[config.mk]
export PLATFORM = sky130hd
export DESIGN_NAME = exh_stim_resp_compactor
export DESIGN_NICKNAME = d
export VERILOG_FILES = /design/src/rtl/exh_tb_pkg.sv /design/src/rtl/exh_stim_resp_compactor_misr_reg.sv /design/src/rtl/exh_stim_resp_compactor.sv
export SDC_FILE = /design/constraint.sdc
export NUM_CORES = 1
export LEC_CHECK = 0
export CAP_MARGIN = 20
export CORE_MARGIN = 4
export CORE_UTILIZATION = 40
export CTS_CLUSTER_DIAMETER = 40
export DETAILED_ROUTE_END_ITERATION = 6
export PLACE_DENSITY = 0.72
export SLEW_MARGIN = 20
export SYNTH_ARGS = -nofsm -noshare
export SYNTH_HDL_FRONTEND = slang
export SYNTH_SLANG_ARGS = --single-unit
[constraint.sdc]
create_clock -name CK -period 3.3 [get_ports CK]
set_input_delay 0.33 -clock CK [delete_from_list [all_inputs] [get_ports CK]]
set_output_delay 0.33 -clock CK [all_outputs]
set_load 0.05 [all_outputs]
[src/rtl/exh_tb_pkg.sv]
// Shared types, default MISR constants and the MISR step function used by the
// compactor RTL and by its reference model.
package exh_tb_pkg;

    typedef enum logic [1:0] {
        IDLE   = 2'd0,
        APPLY  = 2'd1,
        FINISH = 2'd2
    } state_t;

    localparam logic [15:0] DEF_POLY = 16'h1021;
    localparam logic [15:0] DEF_SEED = 16'hFFFF;

    // One MISR step on a register of 'width' bits (1..32), carried in a 32-bit
    // container so one function serves every SIG_W. Bits above 'width' are zero.
    function automatic logic [31:0] misr_step(input logic [31:0] sig,
                                              input logic [31:0] data,
                                              input logic [31:0] poly,
                                              input int unsigned width);
        logic [31:0] top_bit;
        logic [31:0] mask;
        logic [31:0] fb;
        top_bit = 32'd1 << (width - 1);
        mask    = (width >= 32) ? 32'hFFFF_FFFF : ((32'd1 << width) - 32'd1);
        fb      = ((sig & top_bit) != 32'd0) ? poly : 32'd0;
        return ((sig << 1) ^ fb ^ data) & mask;
    endfunction

endpackage

[src/rtl/exh_stim_resp_compactor_misr_reg.sv]
// Multiple-input signature register: shifts with polynomial feedback and folds
// in one data word per enabled cycle.
module misr_reg
    import exh_tb_pkg::*;
#(
    parameter int               SIG_W = 16,
    parameter logic [SIG_W-1:0] POLY  = SIG_W'(DEF_POLY),
    parameter logic [SIG_W-1:0] SEED  = SIG_W'(DEF_SEED)
) (
    input  logic             CK,
    input  logic             reset,
    input  logic             clear,
    input  logic             enable,
    input  logic [SIG_W-1:0] data,
    output logic [SIG_W-1:0] sig
);

    logic [SIG_W-1:0] sig_q;
    logic [SIG_W-1:0] sig_d;

    // next signature value for an enabled cycle
    always_comb begin
        sig_d = SIG_W'(misr_step(32'(sig_q), 32'(data), 32'(POLY), SIG_W));
    end

    // signature register: seed on reset or clear, step when enabled
    always_ff @(posedge CK) begin
        if (!reset) begin
            sig_q <= SEED;
        end else if (clear) begin
            sig_q <= SEED;
        end else if (enable) begin
            sig_q <= sig_d;
        end
    end

    assign sig = sig_q;

endmodule

[src/rtl/exh_stim_resp_compactor.sv]
// Exhaustive stimulus sequencer and response compactor.
// state  | meaning
// IDLE   | waiting for start; results of the last run held
// APPLY  | driving vector idx, counting down settle cycles, sampling at zero
// FINISH | one-cycle done pulse, signature compared with captured golden
module exh_stim_resp_compactor
    import exh_tb_pkg::*;
#(
    parameter int               N_IN   = 3,
    parameter int               N_OUT  = 1,
    parameter int               SETTLE = 1,
    parameter int               SIG_W  = 16,
    parameter logic [SIG_W-1:0] POLY   = SIG_W'(DEF_POLY),
    parameter logic [SIG_W-1:0] SEED   = SIG_W'(DEF_SEED)
) (
    input  logic                          CK,
    input  logic                          reset,
    input  logic                          start,
    input  logic                          abort,
    input  logic [SIG_W-1:0]              golden_sig,
    output logic [N_IN-1:0]               stim_out,
    output logic                          stim_valid,
    input  logic [N_OUT-1:0]              resp_in,
    output logic                          busy,
    output logic                          done,
    output logic [SIG_W-1:0]              signature,
    output logic                          pass,
    output logic                          aborted,
    output logic [(2**N_IN)*N_OUT-1:0]    response_map
);

    localparam int              NV       = 2 ** N_IN;
    localparam logic [3:0]      SETTLE_C = 4'(SETTLE);
    localparam logic [N_IN-1:0] LAST_IDX = N_IN'(NV - 1);

    state_t                  state_q, state_d;
    logic [3:0]              cnt_q, cnt_d;
    logic [N_IN-1:0]         idx_q, idx_d;
    logic [NV*N_OUT-1:0]     map_q, map_d;
    logic [SIG_W-1:0]        golden_q, golden_d;
    logic                    pass_q, pass_d;
    logic                    aborted_q, aborted_d;
    logic                    misr_clear, misr_en;
    logic                    sig_match;
    logic [SIG_W-1:0]        misr_data;

    assign sig_match = (signature == golden_q);
    assign misr_data = SIG_W'({idx_q, resp_in});

    // next-state, counter, index and response-map update
    always_comb begin
        state_d    = state_q;
        cnt_d      = cnt_q;
        idx_d      = idx_q;
        map_d      = map_q;
        golden_d   = golden_q;
        pass_d     = pass_q;
        aborted_d  = aborted_q;
        misr_clear = 1'b0;
        misr_en    = 1'b0;
        case (state_q)
            IDLE: begin
                if (start) begin
                    state_d    = APPLY;
                    cnt_d      = SETTLE_C;
                    idx_d      = '0;
                    map_d      = '0;
                    golden_d   = golden_sig;
                    pass_d     = 1'b0;
                    aborted_d  = 1'b0;
                    misr_clear = 1'b1;
                end
            end
            APPLY: begin
                // abort beats a coinciding sample edge: the vector is not recorded
                if (abort) begin
                    state_d   = IDLE;
                    aborted_d = 1'b1;
                end else if (cnt_q != 4'd0) begin
                    cnt_d = cnt_q - 4'd1;
                end else begin
                    misr_en = 1'b1;
                    for (int i = 0; i < NV; i++) begin
                        if (idx_q == N_IN'(i)) begin
                            map_d[i*N_OUT +: N_OUT] = resp_in;
                        end
                    end
                    if (idx_q == LAST_IDX) begin
                        state_d = FINISH;
                    end else begin
                        idx_d = idx_q + 1'b1;
                        cnt_d = SETTLE_C;
                    end
                end
            end
            FINISH: begin
                pass_d  = sig_match;
                state_d = IDLE;
            end
            default: state_d = IDLE;
        endcase
    end

    // state and datapath registers
    always_ff @(posedge CK) begin
        if (!reset) begin
            state_q   <= IDLE;
            cnt_q     <= '0;
            idx_q     <= '0;
            map_q     <= '0;
            golden_q  <= '0;
            pass_q    <= 1'b0;
            aborted_q <= 1'b0;
        end else begin
            state_q   <= state_d;
            cnt_q     <= cnt_d;
            idx_q     <= idx_d;
            map_q     <= map_d;
            golden_q  <= golden_d;
            pass_q    <= pass_d;
            aborted_q <= aborted_d;
        end
    end

    misr_reg #(
        .SIG_W (SIG_W),
        .POLY  (POLY),
        .SEED  (SEED)
    ) u_misr (
        .CK     (CK),
        .reset  (reset),
        .clear  (misr_clear),
        .enable (misr_en),
        .data   (misr_data),
        .sig    (signature)
    );

    assign busy         = (state_q == APPLY);
    assign stim_valid   = (state_q == APPLY);
    assign done         = (state_q == FINISH);
    // pass is visible alongside done, then held by pass_q until the next start
    assign pass         = pass_q | ((state_q == FINISH) & sig_match);
    assign stim_out     = idx_q;
    assign aborted      = aborted_q;
    assign response_map = map_q;

endmodule

==> results of run 1 <==
-- power breakdown --
group          internal (mW)  leakage, nW  switching [mW]  total, mW
Combinational         0.0833        0.756           0.115      0.199
Sequential             0.637        0.416          0.0225      0.660
Clock                  0.172       0.0474           0.209      0.381
Total                  0.892         1.22           0.347       1.24
-- final cells by class --
| cell class | count | area, um^2 | share of cell area |
|---|---|---|---|
| multi-input cells | 203 | 1250 | 0.408 |
| flip-flops and latches | 51 | 1020 | 0.335 |
| repair buffers | 56 | 551 | 0.180 |
| well taps | 75 | 93.8 | 0.0308 |
| clock buffers | 6 | 82.6 | 0.0271 |
| inverters | 11 | 41.3 | 0.0135 |
| clock inverters | 2 | 16.3 | 0.00533 |
-- Yosys cell counts, types with 3 or more instances --
library cell / number / share of area
sky130_fd_sc_hd__buf_2: 3 / 0.0061
sky130_fd_sc_hd__nand2_1: 65 / 0.099
sky130_fd_sc_hd__nand2b_1: 8 / 0.020
sky130_fd_sc_hd__a21o_1: 7 / 0.021
sky130_fd_sc_hd__a21oi_1: 29 / 0.059
sky130_fd_sc_hd__ha_1: 7 / 0.036
sky130_fd_sc_hd__or3_1: 4 / 0.010
sky130_fd_sc_hd__xnor2_1: 12 / 0.043
sky130_fd_sc_hd__o211ai_1: 11 / 0.034
sky130_fd_sc_hd__clkbuf_1: 7 / 0.011
sky130_fd_sc_hd__inv_1: 11 / 0.017
sky130_fd_sc_hd__nand3_1: 8 / 0.016
sky130_fd_sc_hd__xor2_1: 7 / 0.025
sky130_fd_sc_hd__buf_4: 12 / 0.037
sky130_fd_sc_hd__nor2_1: 7 / 0.011
sky130_fd_sc_hd__o21ai_0: 4 / 0.0082
sky130_fd_sc_hd__dfxtp_1: 51 / 0.42
-- flip-flops by register name, indices dropped and copies added, names as in the netlist --
name,flops
response_map,8
aborted,1
stim_out,3
u_misr.sig,16
state_q,2
golden_q,16
pass_q,1
cnt_q,4
-- how the worst max path moves through the flow --
stage | start | end | slack [ns] | cells past startpoint
2_1_floorplan | state_q[1]$_SDFFE_PN0P_ | pass | 0.76 | 5
3_3_place_gp | state_q[1]$_SDFFE_PN0P_ | pass | 0.63 | 5
3_5_place_dp | state_q[1]$_SDFFE_PN0P_ | pass | 0.56 | 5
4_1_cts | state_q[1]$_SDFFE_PN0P_ | pass | 0.22 | 5
5_1_grt | state_q[1]$_SDFFE_PN0P_ | pass | 0.09 | 5
6_report | state_q[1]$_SDFFE_PN0P_ | pass | 0.24 | 5
-- routing by layer --
metal / global-route usage / part of all wire / up-vias
li1: - / - / 1055
met1: 0.203 / 0.45 / 955
met2: 0.271 / 0.48 / 58
met3: 0.0371 / 0.055 / 8
met4: 0.0397 / 0.013 / 0
met5: 0 / 0 / -
-- logic make-up after synthesis --
group / Yosys count / synth area share
AO/OA/AOI/OAI: 64 / 0.171
XOR/XNOR: 19 / 0.0678
buffers and inverters: 35 / 0.0765
flip-flops: 51 / 0.416
AND/OR/NAND/NOR: 113 / 0.233
adder cells (fa/ha/maj): 7 / 0.0357
-- tightest hold or removal path: stages, from the launching register on --
cell                      delay (ns)
sky130_fd_sc_hd__dfxtp_1        0.33
sky130_fd_sc_hd__nand2_1        0.05
sky130_fd_sc_hd__a21oi_1        0.05
==> report_table.html, run 1 <==
<table>
<tr><th>Metric</th><th>Value</th></tr>
<tr><th colspan="2">Run status</th></tr>
<tr><td>Run status</td><td>finished, final reports clean</td></tr>
<tr><th colspan="2">Floorplanning</th></tr>
<tr><td>Initial Util</td><td>0.412</td></tr>
<tr><td>Core Region</td><td>0.00596 mm^2</td></tr>
<tr><td>Horizontal die dimension</td><td>86.3 um</td></tr>
<tr><td>Number of cell rows</td><td>28</td></tr>
<tr><td>I/O Pins</td><td>53</td></tr>
<tr><td>DIE HEIGHT</td><td>86.3 um</td></tr>
<tr><td>Die area</td><td>around 0.0075 mm^2</td></tr>
<tr><th colspan="2">CTS</th></tr>
<tr><td>Clock insertion delay at the later pin of the skew report</td><td>0.30 ns</td></tr>
<tr><td>Clk buf depth</td><td>2</td></tr>
<tr><td>Number of H-tree branching levels</td><td>2</td></tr>
<tr><td>CTS Sinks</td><td>51</td></tr>
<tr><td>Clock transition at path regs</td><td>0.09 ns</td></tr>
<tr><td>PostCTS Resize Cnt</td><td>0</td></tr>
<tr><td>CTS Root Cell</td><td>sky130_fd_sc_hd__clkbuf_8</td></tr>
<tr><td>CTS tree</td><td>built</td></tr>
<tr><td>Count of buffers added by post-CTS timing repair for setup</td><td>0</td></tr>
<tr><td>CTS buffer count</td><td>5</td></tr>
<tr><td>Hold Buf Count CTS</td><td>0</td></tr>
<tr><th colspan="2">Min path</th></tr>
<tr><td>Launch instance of the worst min-delay path</td><td>golden_q[8]$_SDFFE_PN0P_</td></tr>
<tr><td>Worst Hold Path Cells</td><td>2</td></tr>
<tr><td>End point of the worst hold path</td><td>golden_q[8]$_SDFFE_PN0P_</td></tr>
<tr><td>Worst min-delay path class</td><td>reg -&gt; reg</td></tr>
<tr><th colspan="2">Cells and area</th></tr>
<tr><td>Final net count</td><td>356</td></tr>
<tr><td>Share of post-route cells with drive strength above 1</td><td>0.0669</td></tr>
<tr><td>Diode insertion count for antenna repair</td><td>0</td></tr>
<tr><td>Layout Utilization</td><td>0.512</td></tr>
<tr><td>Area of all placed cells without fillers</td><td>0.00305 mm^2</td></tr>
<tr><td>Layout area overhead</td><td>24.3%</td></tr>
<tr><td>Leading cell type in the layout, fill and taps excluded</td><td>sky130_fd_sc_hd__nand2_1</td></tr>
<tr><td>Top library cells by usage in the layout, fill and taps aside</td><td>sky130_fd_sc_hd__nand2_1 (65), sky130_fd_sc_hd__clkdlybuf4s50_1 (52), sky130_fd_sc_hd__dfxtp_1 (51)</td></tr>
<tr><td>Fin cells</td><td>404</td></tr>
<tr><td>Number of filler cells placed in the layout</td><td>between 500 and 600</td></tr>
<tr><th colspan="2">Logic synthesis</th></tr>
<tr><td>Yosys warning count</td><td>0</td></tr>
<tr><td>Number of synthesized register bits</td><td>51</td></tr>
<tr><td>Synthesized instance count</td><td>289</td></tr>
<tr><td>Number of synthesized flops with an enable pin</td><td>0</td></tr>
<tr><td>Nets in the synthesized netlist</td><td>317</td></tr>
<tr><td>Most frequently used flop master after synthesis</td><td>sky130_fd_sc_hd__dfxtp_1</td></tr>
<tr><td>Count of different cell masters after synthesis</td><td>45</td></tr>
<tr><td>Average footprint of a synthesized cell</td><td>8.49 um^2</td></tr>
<tr><td>Sequential area share after synthesis</td><td>0.416</td></tr>
<tr><td>Post-synthesis cell area</td><td>0.00245 mm^2</td></tr>
<tr><td>Proportion of register bits with asynchronous set or reset after synthesis</td><td>0</td></tr>
<tr><th colspan="2">Worst setup path</th></tr>
<tr><td>Cell type group with the largest total delay on the critical path</td><td>buffers and inverters</td></tr>
<tr><td>Required time of the critical path</td><td>2.97 ns</td></tr>
<tr><td>Startpoint of the lowest-slack register-to-register path</td><td>stim_out[0]$_SDFFE_PN0P_</td></tr>
<tr><td>Number of buffer and inverter stages on the critical path</td><td>1</td></tr>
<tr><td>Crit-path max cell delay</td><td>between 0.8 and 0.9 ns</td></tr>
<tr><td>Register-to-register path setup slack</td><td>1.08 ns</td></tr>
<tr><td>Reg2Reg Capture Point</td><td>stim_out[2]$_SDFFE_PN0P_</td></tr>
<tr><td>Kind of critical path</td><td>reg -&gt; out</td></tr>
<tr><td>Crit path max fanout</td><td>10</td></tr>
<tr><td>Depth of the worst register-to-register path</td><td>6</td></tr>
<tr><td>Arrival @ worst endpoint</td><td>2.73 ns</td></tr>
<tr><td>CP max stage cell</td><td>sky130_fd_sc_hd__clkdlybuf4s50_1</td></tr>
<tr><td>Critical path endpoint category</td><td>output pin</td></tr>
<tr><td>Critical Path, Cell by Cell</td><td>nor2b_4, o21ai_1, or4_4, o21bai_1, clkdlybuf4s50_1</td></tr>
<tr><td>Critical Path Source Type</td><td>flip-flop</td></tr>
<tr><th colspan="2">Timing</th></tr>
<tr><td>Worst Skew</td><td>just over 0.009 ns</td></tr>
<tr><td>Post-route fraction of the period consumed by the critical path</td><td>0.929</td></tr>
<tr><td>Post-route minimum period</td><td>3.06 ns</td></tr>
<tr><td>Final WS setup</td><td>around 0.24 ns</td></tr>
<tr><td>Final setup vio count</td><td>0</td></tr>
<tr><td>Setup repair after global routing missed its margin</td><td>no</td></tr>
<tr><td>Achievable clock frequency</td><td>around 0.33 GHz</td></tr>
<tr><td>Minimum hold slack</td><td>around 0.47 ns</td></tr>
<tr><td>Worst slew margin relative to its limit</td><td>0.591</td></tr>
<tr><td>Final-report hold violation count</td><td>0</td></tr>
<tr><td>Final Max Slew Viols</td><td>0</td></tr>
<tr><td>Pin slew with the least headroom to its limit</td><td>roughly 0.61 ns</td></tr>
<tr><td>Post-Route Setup TNS</td><td>0 ns</td></tr>
<tr><th colspan="2">Route</th></tr>
<tr><td>Number of detailed-route iterations in the first pass</td><td>4</td></tr>
<tr><td>Average wire per standard cell</td><td>14.1 um</td></tr>
<tr><td>Initial drt markers</td><td>112</td></tr>
<tr><td>Residual antenna-violating net count after detailed routing</td><td>0</td></tr>
<tr><td>Final wirelength</td><td>5690 um</td></tr>
<tr><td>Via count</td><td>2076</td></tr>
<tr><td>Count of unresolved DRC violations after routing</td><td>0</td></tr>
<tr><td>Detail-routed via count per cell</td><td>just over 5</td></tr>
<tr><th colspan="2">Pwr</th></tr>
<tr><td>Static leakage power</td><td>roughly 1.2 nW</td></tr>
<tr><td>Power per unit of standard cell area</td><td>406 mW/mm^2</td></tr>
<tr><td>Overall power</td><td>1.24 mW</td></tr>
<tr><td>Max IR drop VDD</td><td>0.207 mV</td></tr>
<tr><th colspan="2">GRT</th></tr>
<tr><td>Antenna violations before repair</td><td>0</td></tr>
<tr><td>Total routing resource utilization after global routing</td><td>0.159</td></tr>
<tr><td>Maximum number of pins on one net before global-route repair</td><td>29</td></tr>
<tr><td>Remaining global-route overflow</td><td>0</td></tr>
<tr><td>First-pass GRT wire length</td><td>9730 um</td></tr>
<tr><td>Number of global-route vias before repair</td><td>2088</td></tr>
<tr><th colspan="2">Placed design</th></tr>
<tr><td>GPL Wtd Cong</td><td>0.752</td></tr>
<tr><td>Number of cells after detailed placement</td><td>approximately 400</td></tr>
<tr><td>IO buf count</td><td>52</td></tr>
<tr><td>DP Wirelength</td><td>approximately 4200 um</td></tr>
<tr><td>Setup Slack @ Placement</td><td>~0.56 ns</td></tr>
<tr><td>DP Area</td><td>about 0.0030 mm^2</td></tr>
<tr><th colspan="2">Flow run</th></tr>
<tr><td>Max_cap viols</td><td>0</td></tr>
</table>
Power figures use the tool's default switching activity.
==> run 2, diff against run 1 <==
--- a/config.mk
+++ b/config.mk
@@ -6,10 +6,11 @@
 export NUM_CORES = 1
 export LEC_CHECK = 0
 export CAP_MARGIN = 20
-export CORE_MARGIN = 4
+export CORE_MARGIN = 1.5
 export CORE_UTILIZATION = 40
 export CTS_CLUSTER_DIAMETER = 40
 export DETAILED_ROUTE_END_ITERATION = 6
+export HOLD_SLACK_MARGIN = 0.12
 export PLACE_DENSITY = 0.72
 export SLEW_MARGIN = 20
 export SYNTH_ARGS = -nofsm -noshare
==> run 2 against run 1 <==
Global-route usage is 3.0 points higher. Sequential share of layout area is 0.37 points lower. Clock power is 33% higher. Critical path type unchanged. Largest cell class unchanged. Highest routed layer unchanged.
==> report_table.html, run 2 (synthesis results as in run 1) <==
<table>
<tr><th>Metric</th><th>Value</th></tr>
<tr><th colspan="2">GRT</th></tr>
<tr><td>Remaining global-route overflow</td><td>0 (unchanged)</td></tr>
<tr><td>Maximum number of pins on one net before global-route repair</td><td>29 (unchanged)</td></tr>
<tr><td>First-pass GRT wire length</td><td>9470 um (-2.7%)</td></tr>
<tr><td>Antenna violations before repair</td><td>0 (unchanged)</td></tr>
<tr><td>Total routing resource utilization after global routing</td><td>0.189 (+0.0296)</td></tr>
<tr><td>Number of global-route vias before repair</td><td>1997 (-4.4%)</td></tr>
<tr><th colspan="2">CTS</th></tr>
<tr><td>Hold Buf Count CTS</td><td>0 (unchanged)</td></tr>
<tr><td>Clk buf depth</td><td>2 (unchanged)</td></tr>
<tr><td>CTS buffer count</td><td>5 (unchanged)</td></tr>
<tr><td>Count of buffers added by post-CTS timing repair for setup</td><td>0 (unchanged)</td></tr>
<tr><td>Clock insertion delay at the later pin of the skew report</td><td>0.30 ns (about the same)</td></tr>
<tr><td>Number of H-tree branching levels</td><td>2 (unchanged)</td></tr>
<tr><td>CTS tree</td><td>built</td></tr>
<tr><td>CTS Root Cell</td><td>sky130_fd_sc_hd__clkbuf_8</td></tr>
<tr><td>CTS Sinks</td><td>51 (unchanged)</td></tr>
<tr><td>PostCTS Resize Cnt</td><td>0 (unchanged)</td></tr>
<tr><td>Clock transition at path regs</td><td>0.09 ns (about the same)</td></tr>
<tr><th colspan="2">Timing</th></tr>
<tr><td>Setup repair after global routing missed its margin</td><td>no</td></tr>
<tr><td>Achievable clock frequency</td><td>0.325 GHz (-0.41%)</td></tr>
<tr><td>Final-report hold violation count</td><td>0 (unchanged)</td></tr>
<tr><td>Worst Skew</td><td>0.00519 ns (-0.00388 ns)</td></tr>
<tr><td>Post-route fraction of the period consumed by the critical path</td><td>0.932 (+0.00379)</td></tr>
<tr><td>Final WS setup</td><td>0.223 ns (-0.0125 ns)</td></tr>
<tr><td>Final setup vio count</td><td>0 (unchanged)</td></tr>
<tr><td>Worst slew margin relative to its limit</td><td>0.617 (+0.0258)</td></tr>
<tr><td>Post-Route Setup TNS</td><td>0 ns (unchanged)</td></tr>
<tr><td>Post-route minimum period</td><td>3.08 ns (+0.0125 ns)</td></tr>
<tr><td>Pin slew with the least headroom to its limit</td><td>0.573 ns (-0.0385 ns)</td></tr>
<tr><td>Final Max Slew Viols</td><td>0 (unchanged)</td></tr>
<tr><th colspan="2">Cells and area</th></tr>
<tr><td>Final net count</td><td>356 (unchanged)</td></tr>
<tr><td>Number of filler cells placed in the layout</td><td>587 (-0.17%)</td></tr>
<tr><td>Share of post-route cells with drive strength above 1</td><td>0.0638 (-0.00304)</td></tr>
<tr><td>Leading cell type in the layout, fill and taps excluded</td><td>sky130_fd_sc_hd__nand2_1</td></tr>
<tr><td>Layout Utilization</td><td>0.521 (+0.00874)</td></tr>
<tr><td>Layout area overhead</td><td>25.7%</td></tr>
<tr><td>Diode insertion count for antenna repair</td><td>0 (unchanged)</td></tr>
<tr><td>Top library cells by usage in the layout, fill and taps aside</td><td>sky130_fd_sc_hd__nand2_1 (65), sky130_fd_sc_hd__clkdlybuf4s50_1 (52), sky130_fd_sc_hd__dfxtp_1 (51)</td></tr>
<tr><th colspan="2">Worst setup path</th></tr>
<tr><td>Crit path max fanout</td><td>10 (unchanged)</td></tr>
<tr><td>Critical Path Source Type</td><td>flip-flop</td></tr>
<tr><td>Required time of the critical path</td><td>2.97 ns (about the same)</td></tr>
<tr><td>CP max stage cell</td><td>sky130_fd_sc_hd__clkdlybuf4s50_1</td></tr>
<tr><td>Arrival @ worst endpoint</td><td>2.75 ns (+0.02 ns)</td></tr>
<tr><td>Critical Path, Cell by Cell</td><td>nor2b_4, o21ai_1, or4_4, o21bai_1, clkdlybuf4s50_1</td></tr>
<tr><td>Crit-path max cell delay</td><td>0.83 ns (about the same)</td></tr>
<tr><td>Critical path endpoint category</td><td>output pin</td></tr>
<tr><td>Kind of critical path</td><td>reg -&gt; out</td></tr>
<tr><th colspan="2">Route</th></tr>
<tr><td>Count of unresolved DRC violations after routing</td><td>0 (unchanged)</td></tr>
<tr><td>Residual antenna-violating net count after detailed routing</td><td>0 (unchanged)</td></tr>
<tr><td>Highest routed metal layer</td><td>met4</td></tr>
<tr><td>Final wirelength</td><td>5760 um (+1.1%)</td></tr>
<tr><td>Met3 layer wire length in the routed design</td><td>269 um (-15%)</td></tr>
<tr><td>Detailed-route wire length on metal 1</td><td>2590 um (+2.0%)</td></tr>
<tr><td>Detail-routed via count per cell</td><td>5.11 (-0.48%)</td></tr>
<tr><td>Met2 wire length</td><td>2810 um (+1.7%)</td></tr>
<tr><td>Initial drt markers</td><td>82 (-27%)</td></tr>
<tr><td>Average wire per standard cell</td><td>14.3 um (+1.1%)</td></tr>
<tr><td>Number of detailed-route iterations in the first pass</td><td>4 (unchanged)</td></tr>
<tr><td>Via count</td><td>2066 (-0.48%)</td></tr>
<tr><th colspan="2">Flow run</th></tr>
<tr><td>Max_cap viols</td><td>0 (unchanged)</td></tr>
<tr><th colspan="2">Floorplanning</th></tr>
<tr><td>DIE HEIGHT</td><td>81.3 um (-5.8%)</td></tr>
<tr><td>Horizontal die dimension</td><td>81.3 um (-5.8%)</td></tr>
<tr><td>Initial Util</td><td>0.415 (+0.00244)</td></tr>
<tr><td>Die area</td><td>0.00662 mm^2 (-11%)</td></tr>
<tr><td>I/O Pins</td><td>53 (unchanged)</td></tr>
<tr><td>Core Region</td><td>0.00592 mm^2 (-0.59%)</td></tr>
<tr><td>Number of cell rows</td><td>28 (unchanged)</td></tr>
<tr><th colspan="2">Placed design</th></tr>
<tr><td>GPL Wtd Cong</td><td>0.802 (+6.7%)</td></tr>
<tr><td>IO buf count</td><td>52 (unchanged)</td></tr>
<tr><td>Setup Slack @ Placement</td><td>0.579 ns (+0.0154 ns)</td></tr>
<tr><td>DP Wirelength</td><td>4150 um (-0.20%)</td></tr>
<tr><th colspan="2">Pwr</th></tr>
<tr><td>Overall power</td><td>1.36 mW (+10%)</td></tr>
<tr><td>Power per unit of standard cell area</td><td>442 mW/mm^2 (+8.9%)</td></tr>
<tr><td>Static leakage power</td><td>1.24 nW (+1.5%)</td></tr>
<tr><td>Max IR drop VDD</td><td>0.218 mV (+5.5%)</td></tr>
<tr><th colspan="2">Run status</th></tr>
<tr><td>Run status</td><td>finished, final reports clean</td></tr>
<tr><th colspan="2">Min path</th></tr>
<tr><td>Worst min-delay path class</td><td>reg -&gt; reg</td></tr>
</table>
-- run 2: final timing paths --
path / from / endpoint / slack (ns) / cells past startpoint
worst max-delay path: state_q[1]$_SDFFE_PN0P_ / pass / 0.22 / 5
worst min-delay path: golden_q[11]$_SDFFE_PN0P_ / golden_q[11]$_SDFFE_PN0P_ / 0.48 / 2
worst max register to register: stim_out[0]$_SDFFE_PN0P_ / stim_out[2]$_SDFFE_PN0P_ / 1.06 / 6
worst min register to register: golden_q[11]$_SDFFE_PN0P_ / golden_q[11]$_SDFFE_PN0P_ / 0.48 / 2
-- run 2: worst max-delay path: cells and delay by family (launching register included) --
| family | cells | cell delay (ns) |
|---|---|---|
| AND/OR/NAND/NOR | 2 | 0.78 |
| AO/OA/AOI/OAI | 2 | 0.25 |
| buffers and inverters | 1 | 0.83 |
| flip-flops | 1 | 0.57 |
-- run 2: final cells by class --
type	count	area (um^2)	share of cell area
Clock buffer	6	72.6	0.0235
Tap cell	75	93.8	0.0304
Timing Repair Buffer	56	551	0.178
Inverter	11	41.3	0.0134
Sequential cell	51	1020	0.331
Multi-Input combinational cell	203	1250	0.404
Clock inverter	2	60.1	0.0195
-- run 2: power breakdown --
part           switching [mW]  internal, mW
Clock                   0.204         0.303
Sequential             0.0232         0.637
Combinational           0.114        0.0833
-- run 2: routing by layer --
layer  up-vias  track usage
met5         -            0
met4         0       0.0638
met3         7       0.0393
met2        45        0.322
met1       963        0.235
li1       1051            -
-- run 2: through the flow --
stage / instances / hold slack (ns) / cell area [um^2]
6_report: 404 / 0.475 / 3090
3_5_place_dp: 396 / 0.464 / 2950
4_1_cts: 404 / 0.478 / 3090
2_1_floorplan: 289 / 0.448 / 2450
5_1_grt: 404 / 0.502 / 3090
3_3_place_gp: 396 / 0.456 / 2950
